--- config.mk ---
export PLATFORM = sky130hd
export DESIGN_NAME = cpu_hs_flat
export DESIGN_NICKNAME = d
export VERILOG_FILES = /design/src/rtl/cpu_hs_if.sv /design/src/rtl/cpu_hs.sv /design/src/flat_wrapper.sv
export SDC_FILE = /design/constraint.sdc
export NUM_CORES = 1
export LEC_CHECK = 0
export CAP_MARGIN = 20
export CORE_UTILIZATION = 63
export DETAILED_ROUTE_END_ITERATION = 10
export GPL_ROUTABILITY_DRIVEN = 0
export PLACE_DENSITY_LB_ADDON = 0.15
export SYNTH_ARGS = -nofsm -noshare
export SYNTH_HDL_FRONTEND = slang
export SYNTH_SLANG_ARGS = --single-unit
--- constraint.sdc ---
create_clock -name clk -period 37 [get_ports clk]
set_clock_uncertainty 0.15 [all_clocks]
set_input_delay 3.7 -clock clk [delete_from_list [all_inputs] [get_ports clk]]
set_output_delay 3.7 -clock clk [all_outputs]
set_load 0.01 [all_outputs]
--- src/rtl/cpu_hs_if.sv ---
// Memory port, input/output channels and status of the cpu_hs core.
// master = core side, slave = memory/board side.
interface cpu_hs_if #(
    parameter int ADDR_WIDTH = 6,
    parameter int DATA_WIDTH = 16
);
    logic [DATA_WIDTH-1:0] mem_in;
    logic                  mem_we;
    logic [ADDR_WIDTH-1:0] mem_addr;
    logic [DATA_WIDTH-1:0] mem_data;
    logic [DATA_WIDTH-1:0] in_data;
    logic                  in_valid;
    logic                  in_ready;
    logic [DATA_WIDTH-1:0] out_data;
    logic                  out_valid;
    logic                  out_ready;
    logic [ADDR_WIDTH-1:0] pc;
    logic [ADDR_WIDTH-1:0] sp;
    logic                  halted;

    modport master (
        input  mem_in, in_data, in_valid, out_ready,
        output mem_we, mem_addr, mem_data, in_ready, out_data, out_valid, pc, sp, halted
    );
    modport slave (
        output mem_in, in_data, in_valid, out_ready,
        input  mem_we, mem_addr, mem_data, in_ready, out_data, out_valid, pc, sp, halted
    );
endinterface

--- src/rtl/cpu_hs.sv ---
// Multicycle memory-to-memory CPU: 6-8 cycles per direct instruction, +2 per indirect field.
// Stalls in IN_WAIT until in_valid, in OUT_WAIT until out_ready; HALT holds until reset.
module cpu_hs #(
    parameter int                    ADDR_WIDTH = 6,
    parameter int                    DATA_WIDTH = 16,
    parameter logic [ADDR_WIDTH-1:0] PC_START   = ADDR_WIDTH'(8),
    parameter logic [ADDR_WIDTH-1:0] SP_START   = {ADDR_WIDTH{1'b1}}
) (
    input  logic     clk,
    input  logic     rst_n,
    cpu_hs_if.master bus
);
    typedef enum logic [3:0] {
        S_FETCH_A, S_FETCH_D, S_DECODE, S_SRC_A, S_SRC_D, S_SRC_IA, S_SRC_ID,
        S_DST_A, S_DST_D, S_WRITE, S_IN_WAIT, S_OUT_WAIT, S_HALT
    } state_e;

    localparam logic [3:0] OP_MOV = 4'h0, OP_ADD = 4'h1, OP_SUB = 4'h2, OP_MUL = 4'h3,
                           OP_DIV = 4'h4, OP_IN = 4'h7, OP_OUT = 4'h8, OP_STOP = 4'hF;

    state_e                state_q, state_d;
    logic [ADDR_WIDTH-1:0] pc_q, pc_d, ptr_q, ptr_d, dst_q, dst_d;
    logic [15:0]           ir_q, ir_d;
    logic [DATA_WIDTH-1:0] a_q, a_d, b_q, b_d, out_data_q, out_data_d;
    logic                  out_valid_q, out_valid_d, opn_q, opn_d;

    logic [3:0]            op, f1, cur_fld;
    logic                  is_alu, src_done;
    logic [DATA_WIDTH-1:0] alu_res;

    assign op     = ir_q[15:12];
    assign f1     = ir_q[11:8];
    assign is_alu = (op == OP_ADD) || (op == OP_SUB) || (op == OP_MUL) || (op == OP_DIV);
    // OUT reads its operand through f1; other instructions read f2 then f3.
    assign cur_fld = (op == OP_OUT) ? f1 : (opn_q ? ir_q[3:0] : ir_q[7:4]);

    always_ff @(posedge clk or negedge rst_n) begin
        if (!rst_n) begin
            state_q     <= S_FETCH_A;
            pc_q        <= PC_START;
            ir_q        <= '0;
            ptr_q       <= '0;
            dst_q       <= '0;
            a_q         <= '0;
            b_q         <= '0;
            opn_q       <= 1'b0;
            out_data_q  <= '0;
            out_valid_q <= 1'b0;
        end else begin
            state_q     <= state_d;
            pc_q        <= pc_d;
            ir_q        <= ir_d;
            ptr_q       <= ptr_d;
            dst_q       <= dst_d;
            a_q         <= a_d;
            b_q         <= b_d;
            opn_q       <= opn_d;
            out_data_q  <= out_data_d;
            out_valid_q <= out_valid_d;
        end
    end

    always_comb begin
        alu_res = a_q;
        case (op)
            OP_ADD:  alu_res = a_q + b_q;
            OP_SUB:  alu_res = a_q - b_q;
            OP_MUL:  alu_res = a_q * b_q;
            OP_DIV:  alu_res = (b_q == '0) ? {DATA_WIDTH{1'b1}} : a_q / b_q;
            default: alu_res = a_q;
        endcase
    end

    always_comb begin
        state_d     = state_q;
        pc_d        = pc_q;
        ir_d        = ir_q;
        ptr_d       = ptr_q;
        dst_d       = dst_q;
        a_d         = a_q;
        b_d         = b_q;
        opn_d       = opn_q;
        out_data_d  = out_data_q;
        out_valid_d = out_valid_q;
        src_done    = 1'b0;
        case (state_q)
            S_FETCH_A: state_d = S_FETCH_D;
            S_FETCH_D: begin
                ir_d    = bus.mem_in[15:0];
                pc_d    = pc_q + 1'b1;
                state_d = S_DECODE;
            end
            S_DECODE: begin
                opn_d = 1'b0;
                dst_d = ADDR_WIDTH'(f1[2:0]);
                case (op)
                    OP_MOV, OP_ADD, OP_SUB, OP_MUL, OP_DIV, OP_OUT: state_d = S_SRC_A;
                    OP_IN:   state_d = f1[3] ? S_DST_A : S_IN_WAIT;
                    OP_STOP: state_d = S_HALT;
                    default: state_d = S_FETCH_A;
                endcase
            end
            S_SRC_A: state_d = S_SRC_D;
            S_SRC_D: begin
                if (cur_fld[3]) begin
                    ptr_d   = bus.mem_in[ADDR_WIDTH-1:0];
                    state_d = S_SRC_IA;
                end else begin
                    src_done = 1'b1;
                end
            end
            S_SRC_IA: state_d = S_SRC_ID;
            S_SRC_ID: src_done = 1'b1;
            S_DST_A:  state_d = S_DST_D;
            S_DST_D: begin
                dst_d   = bus.mem_in[ADDR_WIDTH-1:0];
                state_d = (op == OP_IN) ? S_IN_WAIT : S_WRITE;
            end
            S_WRITE:   state_d = S_FETCH_A;
            S_IN_WAIT: if (bus.in_valid) state_d = S_FETCH_A;
            S_OUT_WAIT: begin
                if (bus.out_ready) begin
                    out_valid_d = 1'b0;
                    state_d     = S_FETCH_A;
                end
            end
            S_HALT:  state_d = S_HALT;
            default: state_d = S_FETCH_A;
        endcase

        if (src_done) begin
            if (opn_q) b_d = bus.mem_in;
            else       a_d = bus.mem_in;
            if (op == OP_OUT) begin
                out_data_d  = bus.mem_in;
                out_valid_d = 1'b1;
                state_d     = S_OUT_WAIT;
            end else if (is_alu && !opn_q) begin
                opn_d   = 1'b1;
                state_d = S_SRC_A;
            end else begin
                state_d = f1[3] ? S_DST_A : S_WRITE;
            end
        end
    end

    always_comb begin
        bus.mem_addr  = pc_q;
        bus.mem_we    = 1'b0;
        bus.mem_data  = alu_res;
        bus.in_ready  = 1'b0;
        bus.halted    = (state_q == S_HALT);
        bus.out_data  = out_data_q;
        bus.out_valid = out_valid_q;
        bus.pc        = pc_q;
        bus.sp        = SP_START;
        case (state_q)
            S_SRC_A:  bus.mem_addr = ADDR_WIDTH'(cur_fld[2:0]);
            S_SRC_IA: bus.mem_addr = ptr_q;
            S_DST_A:  bus.mem_addr = ADDR_WIDTH'(f1[2:0]);
            S_WRITE: begin
                bus.mem_addr = dst_q;
                bus.mem_we   = 1'b1;
            end
            S_IN_WAIT: begin
                bus.in_ready = 1'b1;
                bus.mem_addr = dst_q;
                bus.mem_data = bus.in_data;
                bus.mem_we   = bus.in_valid;
            end
            default: ;
        endcase
    end
endmodule

--- src/flat_wrapper.sv ---
// flat-port wrapper written by rule: the top's interface ports become plain ports
module cpu_hs_flat 
#(
    parameter int                    ADDR_WIDTH = 6,
    parameter int                    DATA_WIDTH = 16,
    parameter logic [ADDR_WIDTH-1:0] PC_START   = ADDR_WIDTH'(8),
    parameter logic [ADDR_WIDTH-1:0] SP_START   = {ADDR_WIDTH{1'b1}}
)
  (clk, rst_n, bus_mem_in, bus_in_data, bus_in_valid, bus_out_ready, bus_mem_we, bus_mem_addr, bus_mem_data, bus_in_ready, bus_out_data, bus_out_valid, bus_pc, bus_sp, bus_halted);
  cpu_hs_if #(.ADDR_WIDTH(ADDR_WIDTH), .DATA_WIDTH(DATA_WIDTH)) bus_i ();
  input  logic clk;
  input  logic rst_n;
  input wire logic [$bits(bus_i.mem_in)-1:0] bus_mem_in;
  input wire logic [$bits(bus_i.in_data)-1:0] bus_in_data;
  input wire logic [$bits(bus_i.in_valid)-1:0] bus_in_valid;
  input wire logic [$bits(bus_i.out_ready)-1:0] bus_out_ready;
  output wire logic [$bits(bus_i.mem_we)-1:0] bus_mem_we;
  output wire logic [$bits(bus_i.mem_addr)-1:0] bus_mem_addr;
  output wire logic [$bits(bus_i.mem_data)-1:0] bus_mem_data;
  output wire logic [$bits(bus_i.in_ready)-1:0] bus_in_ready;
  output wire logic [$bits(bus_i.out_data)-1:0] bus_out_data;
  output wire logic [$bits(bus_i.out_valid)-1:0] bus_out_valid;
  output wire logic [$bits(bus_i.pc)-1:0] bus_pc;
  output wire logic [$bits(bus_i.sp)-1:0] bus_sp;
  output wire logic [$bits(bus_i.halted)-1:0] bus_halted;
  assign bus_i.mem_in = bus_mem_in;
  assign bus_i.in_data = bus_in_data;
  assign bus_i.in_valid = bus_in_valid;
  assign bus_i.out_ready = bus_out_ready;
  assign bus_mem_we = bus_i.mem_we;
  assign bus_mem_addr = bus_i.mem_addr;
  assign bus_mem_data = bus_i.mem_data;
  assign bus_in_ready = bus_i.in_ready;
  assign bus_out_data = bus_i.out_data;
  assign bus_out_valid = bus_i.out_valid;
  assign bus_pc = bus_i.pc;
  assign bus_sp = bus_i.sp;
  assign bus_halted = bus_i.halted;
  cpu_hs #(.ADDR_WIDTH(ADDR_WIDTH), .DATA_WIDTH(DATA_WIDTH), .PC_START(PC_START), .SP_START(SP_START)) u_core (.clk(clk), .rst_n(rst_n), .bus(bus_i));
endmodule
==> metrics, run 1 <==
status=completed; Yosys top cell area share=15.96%; fmax=28.46 MHz; synth-to-layout area growth=9.377%; DIE HEIGHT=162.1 um; Synth top cells by count=ha_1 (206), nand2_1 (191), inv_1 (167); H-tree Lvls=3; largest net degree at the start of global routing=89; Worst Setup Start Kind=flop; share of layout cells above drive strength 1=9.892%; via count=15.67k; sequential area share after synthesis=13.65%; CP Capture Type=output pin; total congestion overflow=0; Least-Margin Pin Slew=1.072 ns; Mapped Cells=1998; number of synthesized flops with an enable pin=0; Hold Violations, Final=0; Netlist cell types=82; post-DP HPWL=38360 um; Critical path origin=u_core.b_q[14]$_DFFE_PN0P_; core area=25180 um2; Worst Path Required=33.15 ns; Post-Syn Area=16150 um2; wire per inst=21.43 um; Yosys warnings=0; initial DRC count=1625; DRC viols=0; Worst path slowest cell=or4_1; Crit Path Class=flop to output pin; worst hold start=u_core.bus.out_data[10]$_DFFE_PN0P_; Initial Utilization=64.12%; CTS Buffer Depth=2; Final Cycle Share=94.97%; CTS sink cnt=88; Pre-antenna DRT Iters=7; NumNets Final=2360; Reg2Reg Launch Point=u_core.ir_q[13]$_DFFE_PN0P_; CP max stage delay=0.83 ns; number of synthesized register bits=88; I/O pin total=90; Clock transition at path regs=0.06 ns; Worst Hold Class=flop to flop; Most Frequent Cell on Critical Path=ha_1; leading area contributor after synthesis=ha_1; Slew HR=27.98%; cts hold-fix bufs=0; row count=58; Final Slew Violations=0; most numerous cell in the Yosys netlist=ha_1; RSZ-0062 raised after global routing=no; PortBufs=83; first-pass GRT wire length=79610 um; ys flop type=dfrtp_1; fillers=2042; area of the multi-input gates=12950 um2; CP Max Fanout=20; Skew-Pair Late Insertion Delay=0.33 ns; Routed Antenna Nets=0; CTS tree=yes; Max-cap violations=0; antenna violations before repair=1; Worst Path Arrival=31.29 ns; final setup fails=0; vias in the first global route=15.34k; Synth area leaders=ha_1 (16%), dfrtp_1 (13%), fa_1 (10%); total track usage=38.75%; drt total wl=50860 um; CTS root buffer=clkbuf_16; Die Span X=162.1 um; Setup TNS=0 ns; Via density=6.603; Post-synth ARST share=100.0%; Tmin final=35.14 ns; TritonCTS Buffers=9; Reg area=2203 um2; Total Die Area=26270 um2; syn avg cell area=8.081 um2
==> layer usage <==
metal | track usage [%] | wire, um
met1 | 48.99 | 20160
met4 | 20.11 | 2845
met2 | 62.56 | 22670
met3 | 7.840 | 5183
met5 | 0 | 13
==> area by class of cell <==
cell class	instances	area share, %
antenna	1	0.01417
timing repair buffer	119	6.320
clock inverter	6	0.5172
tap	330	2.338
clock buffer	10	1.353
sequential	88	12.48
multi-input combinational	1648	73.35
inverter	171	3.635
==> what timing repair did <==
| item | in CTS | in global routing |
|---|---|---|
| resized for setup | 0 | 1 |
| buffers inserted | 0 | 0 |
| endpoints found under the setup margin | 0 | 1 |
==> per-stage QoR <==
stage	cell area, um2	worst slack [ns]	std cells	hold WS, ns	utilization (%)
floorplan	16160	6.224	2003	0.3150	-
global placement	17290	3.538	2353	0.3340	68.64
detailed placement	17290	2.336	2353	0.3400	68.64
CTS	17620	1.849	2369	0.3563	69.95
global route	17660	0.001730	2372	0.3700	70.12
finish	17660	1.862	2373	0.3565	70.13
==> worst paths after layout <==
| kind | end | slack [ns] | cells after the start |
|---|---|---|---|
| worst min-delay path | u_core.bus.out_data[10]$_DFFE_PN0P_ | 0.36 | 1 |
| worst min register to register | u_core.bus.out_data[10]$_DFFE_PN0P_ | 0.36 | 1 |
| min in group asynchronous | u_core.bus.pc[5]$_DFFE_PN0P_ | 3.09 | 1 |
| max in group asynchronous | u_core.ir_q[14]$_DFFE_PN0P_ | 33.00 | 2 |
| worst max register to register | u_core.a_q[5]$_DFFE_PN0P_ | 33.82 | 7 |
| worst max-delay path | bus_mem_data[0] | 1.86 | 111 |
==> cell usage in the layout, fill, tap and decap left out, types with 9 or more instances in the layout <==
master / count
nand2b_1: 18
nor3_1: 50
ha_1: 206
mux2i_1: 13
clkbuf_16: 9
fa_1: 81
and2_1: 41
inv_1: 167
nand4_1: 12
xor2_1: 55
and3_1: 14
o21ai_0: 100
nor4_1: 18
nand3_1: 40
nor2b_1: 17
a211oi_1: 9
or2_2: 14
dfrtp_1: 87
o21a_1: 34
a21oi_1: 120
clkdlybuf4s50_1: 82
o211ai_1: 28
o22ai_1: 10
a31oi_1: 25
buf_4: 35
a21o_1: 44
nand2_1: 191
xnor2_1: 89
or3_1: 25
mux2_2: 107
nor2_1: 144
==> registers in the layout, summed over array words and instances (netlist names) <==
name                  count
u_core.bus.out_valid      1
u_core.ptr_q              6
u_core.opn_q              1
u_core.bus.pc             6
u_core.dst_q              6
u_core.ir_q              16
u_core.a_q               16
u_core.state_q            4
u_core.b_q               16
u_core.bus.out_data      16
==> cell families (layout without fill, tap and decap cells) <==
kind of cell	count (synthesis)	count (layout)	synth area share (%)
mux	122	122	8.455
compound gates	486	486	19.86
flops	88	88	13.65
simple gates	603	603	17.77
xor+xnor	144	144	7.812
fa+ha+maj	287	287	26.01
buf+inv	267	306	6.424
other cells	1	7	0.02323
==> worst max-delay path: cells and delay by family (launching register included) <==
kind,cells,cell delay [ns]
AOI/OAI and AO/OA,55,14.77
adders and majority gates,15,4.63
buffers and inverters,7,1.54
DFF,1,0.52
muxes,5,2.01
and+or+nand+nor,29,7.45
Power of run 1 is not shown: default switching activity piles up to over one toggle a cycle in this logic, so the estimate is an artifact.
==> run 2: changes to the inputs <==
--- a/config.mk
+++ b/config.mk
@@ -9,7 +9,9 @@
 export CORE_UTILIZATION = 63
 export DETAILED_ROUTE_END_ITERATION = 10
 export GPL_ROUTABILITY_DRIVEN = 0
+export HOLD_SLACK_MARGIN = 0.05
 export PLACE_DENSITY_LB_ADDON = 0.15
+export SLEW_MARGIN = 30
 export SYNTH_ARGS = -nofsm -noshare
 export SYNTH_HDL_FRONTEND = slang
 export SYNTH_SLANG_ARGS = --single-unit
==> metrics, run 2 (synthesis results as in run 1) <==
status=completed; TritonCTS Buffers=9 (unchanged); Die Span X=162.1 um (unchanged); PortBufs=83 (unchanged); Final Cycle Share=94.70% (-0.27 points); first-pass GRT wire length=80320 um (+0.89%); core area=25180 um2 (unchanged); Min-Delay Path Depth=1 (unchanged); Via density=6.610 (+0.11%); Worst path slowest cell=or4_1; antenna violations before repair=1 (unchanged); commonest non-fill, non-tap cell in the layout=ha_1; CP max stage delay=0.86 ns (+0.03 ns); synth-to-layout area growth=9.136%; fillers=2047 (+0.24%); CTS tree=yes; Worst Setup Start Kind=flop; worst hold start=u_core.bus.pc[5]$_DFFE_PN0P_; H-tree Lvls=3 (unchanged); wire per inst=21.61 um (+0.81%); Routed Antenna Nets=0 (unchanged); Least-Margin Pin Slew=0.9779 ns (-0.09415 ns); Max-cap violations=0 (unchanged); Pre-antenna DRT Iters=6 (-1); Final Slew Violations=0 (unchanged); Initial Utilization=64.12% (unchanged); CP Capture Type=output pin; commonest non-fill, non-tap cells in the layout=ha_1 (206), nand2_1 (191), inv_1 (167); largest net degree at the start of global routing=89 (unchanged); Total Die Area=26270 um2 (unchanged); Worst Path Required=33.15 ns (about the same); Reg2Reg Launch Point=u_core.ir_q[13]$_DFFE_PN0P_; Worst Path Arrival=31.19 ns (-0.10 ns); NumNets Final=2357 (-0.13%); setup repair bufs after CTS=0 (unchanged); Tmin final=35.04 ns (-0.09807 ns); row count=58 (unchanged); Skew-Pair Late Insertion Delay=0.34 ns (about the same); Slew HR=34.30% (+6.3 points); cts hold-fix bufs=0 (unchanged); CP Max Fanout=20 (unchanged); fmax=28.54 MHz (+0.28%); RSZ-0062 raised after global routing=no; CTS sink cnt=88 (unchanged); vias in the first global route=15.46k (+0.79%); DIE HEIGHT=162.1 um (unchanged); CTS-repair resized insts=0 (unchanged); reg-to-reg slack, setup=33.75 ns (-0.07 ns); CTS Buffer Depth=2 (unchanged); Worst Hold Class=flop to flop; hold worst-path end=u_core.bus.pc[5]$_DFFE_PN0P_; Setup TNS=0 ns (unchanged); I/O pin total=90 (unchanged); Crit Path Class=flop to output pin; via count=15.66k (-0.057%); share of layout cells above drive strength 1=9.956% (+0.064 points); # diodes=0 (-1); CTS root buffer=clkbuf_16; total congestion overflow=0 (unchanged); Hold Violations, Final=0 (unchanged); total track usage=39.06% (+0.31 points); drt total wl=51190 um (+0.64%); Reg-to-Reg End=u_core.a_q[2]$_DFFE_PN0P_; Clock transition at path regs=0.06 ns (about the same); DRC viols=0 (unchanged); Register-to-Register Path Depth=7 (unchanged); final setup fails=0 (unchanged); initial DRC count=1702 (+4.7%); post-DP HPWL=38420 um (+0.14%); Most Frequent Cell on Critical Path=ha_1
==> run 2: cell count changes in the layout (fill, tap and decap cells not counted), sizes merged <==
cell    change
clkbuf      -1
buf         -3
bufinv      -1
clkinv      +2
diode       -1
==> run 2: per-layer routing <==
layer | up-vias | GRT usage, % | part of all wire, %
li1 | 7133 | - | -
met1 | 7477 | 49.60 | 39
met2 | 829 | 64.38 | 45
met3 | 218 | 6.716 | 10
met4 | 2 | 18.78 | 5.3
met5 | - | 0 | 0.025
==> run 2: worst max-delay path: cells and delay by family (launching register included) <==
family	cells	cell delay [ns]
AO/OA/AOI/OAI	55	14.81
adder cells (fa/ha/maj)	15	4.62
buffers and inverters	6	1.31
flip-flops	1	0.51
multiplexers	5	2.01
AND/OR/NAND/NOR	29	7.59
==> run 2: worst max-delay path by stage <==
stage	cells after the start	end	from	slack, ns
2_1_floorplan	121	bus_mem_data[0]	u_core.b_q[14]$_DFFE_PN0P_	6.22
3_3_place_gp	111	bus_mem_data[0]	u_core.b_q[14]$_DFFE_PN0P_	3.54
3_5_place_dp	111	bus_mem_data[0]	u_core.b_q[14]$_DFFE_PN0P_	2.16
4_1_cts	111	bus_mem_data[0]	u_core.b_q[14]$_DFFE_PN0P_	1.72
5_1_grt	110	bus_mem_data[0]	u_core.b_q[14]$_DFFE_PN0P_	0.09
6_report	110	bus_mem_data[0]	u_core.b_q[14]$_DFFE_PN0P_	1.96
==> run 2: layout make-up <==
| class | count | area [um2] | area share [%] |
|---|---|---|---|
| clock buffers | 9 | 225.2 | 1.278 |
| clock inverters | 7 | 71.32 | 0.4047 |
| inverters | 171 | 641.9 | 3.643 |
| multi-input cells | 1648 | 12990 | 73.70 |
| flip-flops and latches | 88 | 2203 | 12.50 |
| well taps | 330 | 412.9 | 2.343 |
| repair buffers | 116 | 1080 | 6.128 |
==> run 2: per-stage QoR <==
stage	instance area [um2]	instances	util, %	hold slack (ns)	worst slack, ns
floorplan	16160	2003	-	0.3150	6.224
global placement	17290	2353	68.64	0.3340	3.538
detailed placement	17290	2353	68.68	0.3362	2.159
CTS	17590	2369	69.85	0.3488	1.721
global route	17620	2369	69.97	0.3773	0.09395
finish	17620	2369	69.97	0.3457	1.960
Power of run 2 is left out for the same reason.
==> run 3: changes to the inputs <==
--- a/config.mk
+++ b/config.mk
@@ -11,6 +11,7 @@
 export GPL_ROUTABILITY_DRIVEN = 0
 export HOLD_SLACK_MARGIN = 0.05
 export PLACE_DENSITY_LB_ADDON = 0.15
+export RECOVER_POWER = 25
 export SLEW_MARGIN = 30
 export SYNTH_ARGS = -nofsm -noshare
 export SYNTH_HDL_FRONTEND = slang
==> metrics, run 3 (synthesis results as in run 1) <==
status=finished with violations; failing checks=max-capacitance violations, max-slew violations; total congestion overflow=0 (unchanged); Die Span X=162.1 um (unchanged); global routing usage on met2=64.38% (unchanged); largest net degree at the start of global routing=89 (unchanged); Worst Setup Start Kind=flop; antenna violations before repair=1 (unchanged); DRC viols=0 (unchanged); CTS Buffer Depth=2 (unchanged); CP max stage delay=0.86 ns (about the same); Skew-Pair Late Insertion Delay=0.33 ns (about the same); Final Cycle Share=94.70% (about the same); CP Capture Type=output pin; Worst path slowest cell=or4_1; grt met3 use=6.716% (unchanged); Initial Utilization=64.12% (unchanged); fmax=28.54 MHz (about the same); dpl cell area=17290 um2 (unchanged); met1 global-route usage=49.60% (unchanged); H-tree Lvls=3 (unchanged); post-route cell area=17610 um2 (about the same); via count=15.67k (+0.038%); Least-Margin Pin Slew=4.573 ns (+3.596 ns); setup repair bufs after CTS=0 (unchanged); commonest non-fill, non-tap cell in the layout=ha_1; CTS root buffer=clkbuf_16; Total Die Area=26270 um2 (unchanged); initial DRC count=1634 (-4.0%); Worst Hold Class=flop to flop; end point of the critical path=bus_mem_data[0]; Setup TNS=0 ns (unchanged); Most Frequent Cell on Critical Path=ha_1; CTS sink cnt=88 (unchanged); CP Max Fanout=20 (unchanged); share of layout cells above drive strength 1=9.858% (-0.098 points); synth-to-layout area growth=9.059% (about the same); Via density=6.612 (about the same); DIE HEIGHT=162.1 um (unchanged); PortBufs=83 (unchanged); drt total wl=51040 um (-0.30%); Slew HR=-204.9% (-240 points); Hold Violations, Final=0 (unchanged); Worst Path Arrival=31.19 ns (about the same); RSZ-0062 raised after global routing=no; I/O pin total=90 (unchanged); Final Slew Violations=89 (+89); vias in the first global route=15.46k (unchanged); # diodes=0 (unchanged); Tmin final=35.04 ns (+0.0003300 ns); TritonCTS Buffers=9 (unchanged); core area=25180 um2 (unchanged); first-pass GRT wire length=80320 um (unchanged); Reg-to-Reg End=u_core.a_q[2]$_DFFE_PN0P_; Pre-antenna DRT Iters=5 (-1); CTS tree=yes; Register-to-Register Path Depth=7 (unchanged); row count=58 (unchanged); Routed Antenna Nets=0 (unchanged); NumNets Final=2357 (unchanged); Critical path origin=u_core.b_q[14]$_DFFE_PN0P_; post-DP HPWL=38420 um (unchanged); gr busiest metal=met2; Reg2Reg Launch Point=u_core.ir_q[13]$_DFFE_PN0P_; final setup fails=0 (unchanged); Max-cap violations=1 (+1); Clock transition at path regs=0.06 ns (about the same); Worst Path Required=33.15 ns (about the same); Crit Path Class=flop to output pin; commonest non-fill, non-tap cells in the layout=ha_1 (206), nand2_1 (191), inv_1 (167); total track usage=39.06% (unchanged); reg-to-reg slack, setup=33.77 ns (+0.02 ns); wire per inst=21.54 um (-0.30%)
run 3: layer usage:
metal	routed length (um)	up-vias
met3	5321	205
met2	23400	814
li1	-	7139
met5	13	-
met1	19750	7505
met4	2555	2
run 3: metrics by stage:
stage / cells / utilization [%] / hold WS [ns] / setup WS [ns]
after global routing: 2369 / 69.92 / 0.3773 / 0.09395
after global placement: 2353 / 68.64 / 0.3340 / 3.538
final: 2369 / 69.92 / 0.3457 / 1.960
after CTS: 2369 / 69.85 / 0.3488 / 1.721
after detailed placement: 2353 / 68.68 / 0.3362 / 2.159
after floorplan: 2003 / - / 0.3150 / 6.224
run 3: worst max-delay path, delay by kind of cell, from the launching register on:
family                     cells  cell delay (ns)
AOI/OAI and AO/OA             55            14.81
adders and majority gates     15             4.61
buffers and inverters          6             1.30
DFF                            1             0.52
muxes                          5             2.01
and+or+nand+nor               29             7.57
run 3: what timing repair did:
item | CTS | global route
endpoints found under the setup margin | 0 | 1
hold buffers | 0 | 0
gates resized for setup | 0 | 3
run 3: worst min path at each step:
stage / start / to / slack, ns / cells past startpoint
after floorplan: u_core.dst_q[3]$_DFFE_PN0P_ / u_core.dst_q[3]$_DFFE_PN0P_ / 0.31 / 1
after global placement: u_core.ir_q[2]$_DFFE_PN0P_ / u_core.ir_q[2]$_DFFE_PN0P_ / 0.33 / 1
after detailed placement: u_core.bus.pc[5]$_DFFE_PN0P_ / u_core.bus.pc[5]$_DFFE_PN0P_ / 0.34 / 1
after CTS: u_core.bus.pc[5]$_DFFE_PN0P_ / u_core.bus.pc[5]$_DFFE_PN0P_ / 0.35 / 1
after global routing: u_core.bus.out_data[7]$_DFFE_PN0P_ / u_core.bus.out_data[7]$_DFFE_PN0P_ / 0.38 / 1
final: u_core.bus.pc[5]$_DFFE_PN0P_ / u_core.bus.pc[5]$_DFFE_PN0P_ / 0.35 / 1
run 3: layout make-up:
| type | instances | area [um2] |
|---|---|---|
| Clock buffer | 9 | 225.2 |
| Clock inverter | 7 | 71.32 |
| Timing Repair Buffer | 116 | 1072 |
| Inverter | 171 | 641.9 |
| Fill cell | 2048 | 7574 |
| Tap cell | 330 | 412.9 |
| Multi-Input combinational cell | 1648 | 12980 |
| Sequential cell | 88 | 2203 |
Power of run 3 is left out for the same reason.
==> RTL edit, RTL diff (settings of run 3) <==
`ir_q`, `a_q`, `b_q` and `out_data_q` no longer have a reset.
--- a/src/rtl/cpu_hs.sv
+++ b/src/rtl/cpu_hs.sv
@@ -38,26 +38,25 @@
         if (!rst_n) begin
             state_q     <= S_FETCH_A;
             pc_q        <= PC_START;
-            ir_q        <= '0;
             ptr_q       <= '0;
             dst_q       <= '0;
-            a_q         <= '0;
-            b_q         <= '0;
             opn_q       <= 1'b0;
-            out_data_q  <= '0;
             out_valid_q <= 1'b0;
         end else begin
             state_q     <= state_d;
             pc_q        <= pc_d;
-            ir_q        <= ir_d;
             ptr_q       <= ptr_d;
             dst_q       <= dst_d;
-            a_q         <= a_d;
-            b_q         <= b_d;
             opn_q       <= opn_d;
-            out_data_q  <= out_data_d;
             out_valid_q <= out_valid_d;
         end
+    end
+
+    always_ff @(posedge clk) begin
+        ir_q       <= ir_d;
+        a_q        <= a_d;
+        b_q        <= b_d;
+        out_data_q <= out_data_d;
     end
 
     always_comb begin
Behaviour: differs if rst_n is asserted again (counterexample within 4 cycles, from zero or initial values and one cycle with rst_n low); with rst_n held inactive, the same outputs for 4 cycles.
==> RTL edit against run 3 <==
  * Worst setup slack improved by 1.4 ns
  * Synthesized area fell by 3.8%
  * Register-to-register slack got worse by 0.14 ns
  * Synthesized cell count fell by 6.1%
  * Utilization fell by 0.24 points
  * Wire length fell by 6.3%
  * Global-route usage fell by 1.2 points
  * Sequential cell count did not move
  * Cell area fell by 4.0%
  * Sequential share of layout area rose by 2.4 points
  * Critical path depth rose by 2
  * Die area fell by 3.7%
Power is left out: it rests on default switching activity, and per cell area and clock period it moved more than threefold.
==> RTL edit: results (changes against run 3) <==
RUN_STATUS='complete, no violations'
WORST_PATH_MAX_DELAY_CELL='edfxtp_1'
SYNTH_FLOP_CELL='edfxtp_1'
WORSTHOLDPATHTYPE='reg2reg'
DETAIL_ROUTE.WIRELENGTH_UM=47800  # -6.3%
DRT_FIRST_PASS_ITERS=6  # +1
POST_SYNTH_XOR_AREA_FRACTION=0.0772  # -0.000889
MET3WIRELENGTH_UM=5450  # +2.5%
CTS_REPAIR_RESIZE_COUNT=0  # unchanged
CRITPATHMAXSTAGEDELAY_NS=0.87
ROUTE.DETAILED.VIAS_PER_INST=6.56  # -0.75%
MET3_USAGE=0.0654  # -0.00178
GRT_MAX_DEGREE=27  # -70%
DRT_FIRST_ITER_VIOLATIONS=1407  # -14%
WL_MET2_UM=20600  # -12%
SYNTHADDERAREAFRAC=0.270  # +0.0102
WORST-ENDPOINT-ARRIVAL_NS=29.76  # -1.43 ns
ANTENNADIODECOUNT=0  # unchanged
CTSHTREEMAXLEVEL=3  # unchanged
REPORT.FINAL.SLEW_VIOL_COUNT=0  # -100%
CLOCK_PIN_SLEW_ON_THE_WORST_SETUP_AND_HOLD_PATHS_NS=0.07
DP.FINAL_HPWL_UM=36200  # -5.7%
UPPERMOST_METAL_LAYER_OCCUPIED_BY_SIGNAL_NETS='met4'
CLOCK_TREE.ROOT_CELL='clkbuf_16'
GR-USAGE-MET1=0.516  # +0.0199
CTS_MADE_BUFFERS=9  # unchanged
WORST-PATH-MAX-FANOUT=26  # +30%
PROPORTION_OF_LAYOUT_CELLS_WITH_A_DRIVE_SUFFIX_ABOVE_1=0.0619  # -0.0366
FINISH.NET_COUNT=2239  # -5.0%
SEQUENTIAL_CELL_AREA_FRACTION_IN_THE_YOSYS_REPORT=0.162  # +0.0260
AREA_FRACTION_IN_COMPOUND_GATES_AFTER_SYNTHESIS=0.211  # +0.0120
GRT_UTIL_MET2=0.593  # -0.0511
SYNTH.DISTINCT_CELLS=101  # +23%
YOSYSWARNINGCOUNT=0  # unchanged
IO_BUFFER_COUNT=83  # unchanged
GRT_ANTENNA_BEFORE_REPAIR=0  # -1
TIMING.REG2REG.SETUP_SLACK_NS=33.63  # -0.14 ns
CTS_BUFFER_DEPTH=2  # unchanged
WORST_SLEW_MARGIN_REL=0.249  # +2.30
YOSYS-TOP-CELLS-AREA='ha_1 (17%), edfxtp_1 (12%), fa_1 (10%)'
SYNTH_EDF_COUNT=64  # +64
WL_MET1_UM=19400  # -2.0%
GRT_FIRST_PASS_WIRELENGTH_UM=75800  # -5.7%
ASYNC_RESET_FF_FRAC=0.273  # -0.727
GRT_USE_TOTAL=0.379  # -0.0116
FIRST_GLOBAL_VIAS=14100  # -8.5%
CLK-INSERTION-DELAY-LATE_NS=0.34
RANKING_OF_SYNTHESIZED_CELLS_BY_INSTANCE_COUNT='ha_1 (206), nand2_1 (187), inv_1 (162)'
CTS.REPAIR_TIMING.SETUP_BUFFER_COUNT=0  # unchanged
YOSYS-MUX-AREA-FRACTION=0.0324  # -0.0522
LAYOUT.FILLER_CELLS=2007  # -2.0%
-- RTL edit: changes by cell type in the layout (fill, tap and decap cells not counted), sizes merged, moves of 12 or more --
cell    delta
a211oi    +12
dfrtp     -64
edfxtp    +64
mux2      -81
nor2      +12
-- RTL edit: final timing paths --
path | from | endpoint | cells past startpoint
max | u_core.b_q[0] | bus_mem_data[0] | 112
min | u_core.bus.pc[5] | u_core.bus.pc[5] | 1
max reg2reg | u_core.ir_q[12] | u_core.b_q[9] | 7
min reg2reg | u_core.bus.pc[5] | u_core.bus.pc[5] | 1
max in group asynchronous | rst_n | u_core.state_q[2] | 1
min in group asynchronous | rst_n | u_core.bus.pc[2] | 1
-- RTL edit: final cells by class --
class,count,area share
clock buffer,9,0.0133
clock inverter,7,0.00444
inverter,165,0.0367
multi-input combinational,1544,0.713
sequential,88,0.149
tap,324,0.0240
timing repair buffer,108,0.0593
-- RTL edit: critical path, delay by kind of cell, from the launching register on --
family	cells	cell delay, ns
buffers and inverters	4	0.98
multiplexers	6	2.21
flip-flops	1	0.87
adder cells (fa/ha/maj)	16	4.96
AO/OA/AOI/OAI	61	15.50
AND/OR/NAND/NOR	25	4.90
-- RTL edit: metrics by stage --
| step | hold slack (ns) | setup slack, ns | area (µm²) | utilization | cells |
|---|---|---|---|---|---|
| final | 0.354 | 3.39 | 16900 | 0.697 | 2245 |
| after global routing | 0.371 | 1.50 | 16900 | 0.697 | 2245 |
| after CTS | 0.359 | 3.98 | 16900 | 0.698 | 2245 |
| after detailed placement | 0.341 | 4.39 | 16600 | 0.685 | 2229 |
| after global placement | 0.341 | 5.43 | 16600 | 0.685 | 2229 |
| after floorplan | 0.317 | 8.06 | 15600 | - | 1881 |
